===== src/rtl/traffic_light_fsm.sv =====
// Two-road lamp sequencer following the phase counter's ctrl, with pedestrian extension and watchdog fault.
// Outputs are registered and lag ctrl by one clk; no backpressure, and every ctrl edge is consumed when it is seen.
module traffic_light_fsm #(
  parameter int WDOG_CYCLES = 24
) (
  input  logic       clk,
  input  logic       rst_n,
  input  logic       ctrl,
  input  logic       ped_btn,
  output logic       request,
  output logic [2:0] ns_light,
  output logic [2:0] ew_light,
  output logic       walk,
  output logic       ped_pending,
  output logic       fault
);

  typedef enum logic [2:0] {
    NS_GREEN  = 3'd0,
    NS_YELLOW = 3'd1,
    EW_GREEN  = 3'd2,
    EW_YELLOW = 3'd3,
    FAULT     = 3'd4
  } state_t;

  localparam logic [2:0] LAMP_RED    = 3'b100;
  localparam logic [2:0] LAMP_YELLOW = 3'b010;
  localparam logic [2:0] LAMP_GREEN  = 3'b001;
  localparam logic [4:0] WDOG_LAST   = 5'(WDOG_CYCLES - 1);

  state_t     state, state_nxt;
  logic       ped_s1, ped_s2, ped_s3;
  logic       ped_rise;
  logic       ctrl_q;
  logic       ctrl_fall, ctrl_rise, ctrl_edge;
  logic [4:0] wdog_cnt;
  logic       wdog_expire;
  logic       load;
  logic       ped_accept;
  logic       request_nxt, walk_nxt, pending_nxt, fault_nxt;
  logic [2:0] ns_nxt, ew_nxt;

  // ped_s3 is only the edge-detect history of the synchronized button.
  always_ff @(posedge clk or negedge rst_n) begin
    if (!rst_n) begin
      ped_s1 <= 1'b0;
      ped_s2 <= 1'b0;
      ped_s3 <= 1'b0;
    end else begin
      ped_s1 <= ped_btn;
      ped_s2 <= ped_s1;
      ped_s3 <= ped_s2;
    end
  end

  assign ped_rise = ped_s2 & ~ped_s3;

  // ctrl_q resets high so the counter's initial 1 never looks like a rise.
  always_ff @(posedge clk or negedge rst_n) begin
    if (!rst_n) begin
      ctrl_q <= 1'b1;
    end else begin
      ctrl_q <= ctrl;
    end
  end

  assign ctrl_fall = ctrl_q & ~ctrl;
  assign ctrl_rise = ~ctrl_q & ctrl;
  assign ctrl_edge = ctrl_fall | ctrl_rise;

  always_ff @(posedge clk or negedge rst_n) begin
    if (!rst_n) begin
      wdog_cnt <= 5'd0;
    end else if (fault) begin
      wdog_cnt <= wdog_cnt;
    end else if (ctrl_edge) begin
      wdog_cnt <= 5'd0;
    end else begin
      wdog_cnt <= wdog_cnt + 5'd1;
    end
  end

  // A ctrl edge in the expiry cycle keeps the controller alive.
  assign wdog_expire = (state != FAULT) & ~ctrl_edge & (wdog_cnt == WDOG_LAST);

  assign load       = ctrl_rise & ((state == NS_YELLOW) | (state == EW_YELLOW));
  assign ped_accept = ped_rise & ~walk & (state != FAULT);

  always_ff @(posedge clk or negedge rst_n) begin
    if (!rst_n) begin
      state       <= NS_GREEN;
      ns_light    <= LAMP_GREEN;
      ew_light    <= LAMP_RED;
      request     <= 1'b0;
      walk        <= 1'b0;
      ped_pending <= 1'b0;
      fault       <= 1'b0;
    end else begin
      state       <= state_nxt;
      ns_light    <= ns_nxt;
      ew_light    <= ew_nxt;
      request     <= request_nxt;
      walk        <= walk_nxt;
      ped_pending <= pending_nxt;
      fault       <= fault_nxt;
    end
  end

  always_comb begin
    state_nxt = state;
    if (wdog_expire) begin
      state_nxt = FAULT;
    end else begin
      case (state)
        NS_GREEN:  if (ctrl_fall) state_nxt = NS_YELLOW;
        NS_YELLOW: if (ctrl_rise) state_nxt = EW_GREEN;
        EW_GREEN:  if (ctrl_fall) state_nxt = EW_YELLOW;
        EW_YELLOW: if (ctrl_rise) state_nxt = NS_GREEN;
        FAULT:     state_nxt = FAULT;
        default:   state_nxt = FAULT;
      endcase
    end
  end

  // request only changes at yellow-to-green so the counter's wrap compare stays stable.
  always_comb begin
    request_nxt = request;
    pending_nxt = ped_pending;
    fault_nxt   = fault;
    if (wdog_expire) begin
      request_nxt = 1'b0;
      pending_nxt = 1'b0;
      fault_nxt   = 1'b1;
    end else if (load) begin
      request_nxt = ped_pending | ped_accept;
      pending_nxt = 1'b0;
    end else if (ped_accept) begin
      pending_nxt = 1'b1;
    end

    walk_nxt = ((state_nxt == NS_GREEN) | (state_nxt == EW_GREEN)) & request_nxt;

    ns_nxt = LAMP_RED;
    ew_nxt = LAMP_RED;
    case (state_nxt)
      NS_GREEN:  ns_nxt = LAMP_GREEN;
      NS_YELLOW: ns_nxt = LAMP_YELLOW;
      EW_GREEN:  ew_nxt = LAMP_GREEN;
      EW_YELLOW: ew_nxt = LAMP_YELLOW;
      default:   begin
        ns_nxt = LAMP_RED;
        ew_nxt = LAMP_RED;
      end
    endcase
  end

endmodule


===== config.mk =====
export PLATFORM = sky130hd
export DESIGN_NAME = traffic_light_fsm
export DESIGN_NICKNAME = d
export VERILOG_FILES = /design/src/rtl/traffic_light_fsm.sv
export SDC_FILE = /design/constraint.sdc
export NUM_CORES = 1
export LEC_CHECK = 0
export CORE_ASPECT_RATIO = 0.75
export CORE_MARGIN = 3
export CORE_UTILIZATION = 50
export DETAILED_ROUTE_END_ITERATION = 8
export PLACE_DENSITY = 0.73
export SYNTH_ARGS = -nofsm -noshare
export SYNTH_HDL_FRONTEND = slang
export SYNTH_SLANG_ARGS = --single-unit

===== constraint.sdc =====
create_clock -name clk -period 1.9 [get_ports clk]
set_input_delay 0.38 -clock clk [delete_from_list [all_inputs] [get_ports clk]]
set_output_delay 0.38 -clock clk [all_outputs]
set_load 0.005 [all_outputs]

==> impl_results.md, run 1 <==
* Worst Hold Class: flop to flop
* Row count at 12
* WP data arrival at 1.40 ns
* Post-Route WL at 1520 um
* Die Area at 2340 um2
* EDFF count, synth at 0
* Yosys warnings at 0
* DR iter-0 viols at 6
* Async SR Flop Fraction at 1.00
* ANT nets after route at 0
* Setup bufs post-CTS at 0
* Status: completed
* Crit-path max cell delay at 0.56 ns
* Worst R2R Start: ctrl_q$_DFF_PN1_
* Overflow after GRT at 0
* Hold path start: ped_s1$_DFF_PN0_
* Cell taking the most area after synthesis: dfrtp_1
* RSZ-0062 raised after global routing: no
* Avg Cell Area, Syn at 12.2 um2
* Root Driver: clkbuf_4
* Dpl cells at ~110
* Drt drc at 0
* Final Net Count at 99
* Number of diodes at 0
* Worst-path clk slew at 0.11 ns
* Routability cong. at 0.762
* CP delay by family, top: buffers and inverters
* Share of post-route cells with drive strength above 1 at 0.143
* TNS Setup at 0 ns
* #FFs+latches synth at 22
* Crit-path cells: clkdlybuf4s50_1
* Vias at 592
* Total of max-cap violations at 0
* Initial Util at 0.567
* Mapped Area at about 890 um2
* Clk_lat worst skew at 0.31 ns
* Achievable Freq at between 0.5 and 0.6 GHz
* Largest cells by area after synthesis: dfrtp_1 53%, dfstp_2 8.8%, ha_1 4.2%, nand2b_1 2.8%, nor3_1 2.8%
* R2r setup slk at between 0.4 and 0.5 ns
* Logic gate share of total power at 0.274
* Reg2reg end: ew_light[0]$_DFF_PN0_
* Die H at 42.6 um
* Crit. End Element: output pin
* Hold buffers post-CTS at 0
* Gr usage total at 0.161
* Worst R2R Path Depth at 5
* Clk pwr share at 0.203
* CP Launch Type: flop
* Final setup vio count at 0
* Slowest-stage cell, CP: clkdlybuf4s50_1
* Slew Viols, Final at 0
* Final Skew at 0.00179 ns
* Post-synthesis sequential area ratio at 0.620
* CTS tree: yes
* Post-CTS sizing at 0
* CP bufs+invs at 1
* Rel. slew slack at 0.759
* Yosys cell types at 26
* PwrDens at 1130 nW/um2
* Max clock buf depth at 2
* Switching share of power at 0.271
* Crit Path Class: flop to output pin
* Total power at about 1.2 mW
* Internal at 0.905 mW
* Die width at 54.8 um
* Clock sinks at 22
* Worst-Margin Slew at 0.358 ns
* Number of CTS-inserted buffers at 3
* Psw at 0.337 mW
* Final cell count without fillers at 112
* Period utilization at 0.937
* Via/cell ratio at 5.29
* DP Wirelength at 1120 um
* Io pins at 14
* Top cell type's share of synthesized area at 0.532
* Pin count of the biggest net entering global routing at 23
* Syn nets at 80
* Pre-CTS setup slack at -0.00889 ns
* DR pass1 iterations at 4
* Area Overhead vs Synth at 22.7%
* Average wire per standard cell at 13.5 um
* CP Max Fanout at 11
* Global-route wire length before repair at around 2600 um
* VDD IR max at ~720 uV
* Top_reg_cell synth: dfrtp_1
* Port bufs at 13
* Number of global-route vias before repair at roughly 600
* Post-route setup slack at 0.120 ns
* Cells on Worst Hold Path at 0
* H-tree depth at 1
* Finished Core Util at 0.695
* Core Box Area at 1580 um2
* Final count of hold timing violations at 0
* Pleak at 0.488 nW
* Post-synthesis instance total at 73
* Critical Path RT at 1.52 ns
* Min-Delay Endpoint: ped_s2$_DFF_PN0_
* Post-layout min period at 1.78 ns
* Seq pwr share at 0.523
* Initial antenna violation count at 0
-- cells in the final DEF (no fill, tap or decap) --
cell and instances:
o21a_1 1, o21ai_0 3, nor2_1 6, dfrtp_1 19
nand2_1 6, inv_1 2, nand2b_1 4, clkbuf_4 3
a22o_1 1, ha_1 3, and3b_1 1, clkdlybuf4s50_1 13
nor3_1 5, xnor2_1 1, dfstp_2 3, nand4_2 1
clkbuf_8 1, xor2_1 1, nand3_1 4, or2_1 2
a211oi_2 1, nor3b_1 1, nor4_1 1, nor4b_1 1
o311ai_1 2, mux2_2 1, o32ai_1 1, o21bai_4 1
buf_4 2
-- per-layer routing --
metal | part of all wire | vias to the layer above | track usage
met3 | 0.064 | 2 | 0.0819
li1 | - | 295 | -
met1 | 0.51 | 281 | 0.214
met2 | 0.42 | 14 | 0.233
met4 | 0.0079 | 0 | 0.0299
met5 | 0 | - | 0
-- how the worst max path moves through the flow --
stage                       from                      end  slack (ns)  cells past startpoint
5_1_grt        fault$_DFFE_PN0P_                    fault        0.04                      1
6_report       fault$_DFFE_PN0P_                    fault        0.12                      1
2_1_floorplan               ctrl  ped_pending$_DFFE_PN0P_        0.51                      5
3_5_place_dp                ctrl  ped_pending$_DFFE_PN0P_      -0.009                      6
3_3_place_gp                ctrl  ped_pending$_DFFE_PN0P_        0.03                      6
4_1_cts        fault$_DFFE_PN0P_                    fault        0.11                      1
-- cells in the mapped netlist (all sizes together) (2+ instances only) --
| library cell | count |
|---|---|
| nand2 | 6 |
| dfstp | 3 |
| nor2 | 6 |
| o311ai | 2 |
| nor3 | 5 |
| dfrtp | 19 |
| inv | 2 |
| or2 | 2 |
| nand3 | 4 |
| ha | 3 |
| o21ai | 3 |
| nand2b | 4 |
-- cell type report --
class / count / area [um2]
clock buffer: 4 / 36.3
fill: 123 / 480
inverter: 2 / 7.51
multi-input combinational: 48 / 327
sequential: 22 / 554
tap: 21 / 26.3
timing repair buffer: 15 / 145
-- stage by stage --
stage / hold slack [ns] / instance area [um2]
6_report: 0.366 / 1100
2_1_floorplan: 0.0844 / 893
3_3_place_gp: 0.344 / 1060
4_1_cts: 0.368 / 1100
3_5_place_dp: 0.340 / 1060
5_1_grt: 0.377 / 1100
-- flip-flops by register name (all words and copies together) (netlist names) --
name         cells
state            3
walk             1
ns_light         3
fault            1
ped_s3           1
wdog_cnt         5
ped_s2           1
ew_light         3
ped_pending      1
ctrl_q           1
ped_s1           1
request          1
-- power by group through the flow --
stage	Sequential (mW)	Clock, mW	Combinational, mW
finish	0.650	0.252	0.340
global route	0.666	0.288	0.380
CTS	0.650	0.264	0.346
detailed placement	0.659	0	0.343
global placement	0.655	0	0.335
floorplan	0.659	0	0.131
-- logic make-up (layout without fill, tap and decap cells) --
group | Yosys count | in the layout | share of synthesized area
multiplexers | 1 | 1 | 0.0126
buffers and inverters | 3 | 21 | 0.0140
AO/OA/AOI/OAI | 10 | 10 | 0.0994
AND/OR/NAND/NOR | 32 | 32 | 0.192
flip-flops | 22 | 22 | 0.620
XOR/XNOR | 2 | 2 | 0.0196
adder cells (fa/ha/maj) | 3 | 3 | 0.0420
(Power assumes the default switching activity.)
==> run 2, diff against run 1 <==
Settings changed: CAP_MARGIN set to 10, CTS_CLUSTER_DIAMETER set to 150.
==> results of run 2 <==
Same layout as run 1: the final DEF is identical, and so are final timing and power.
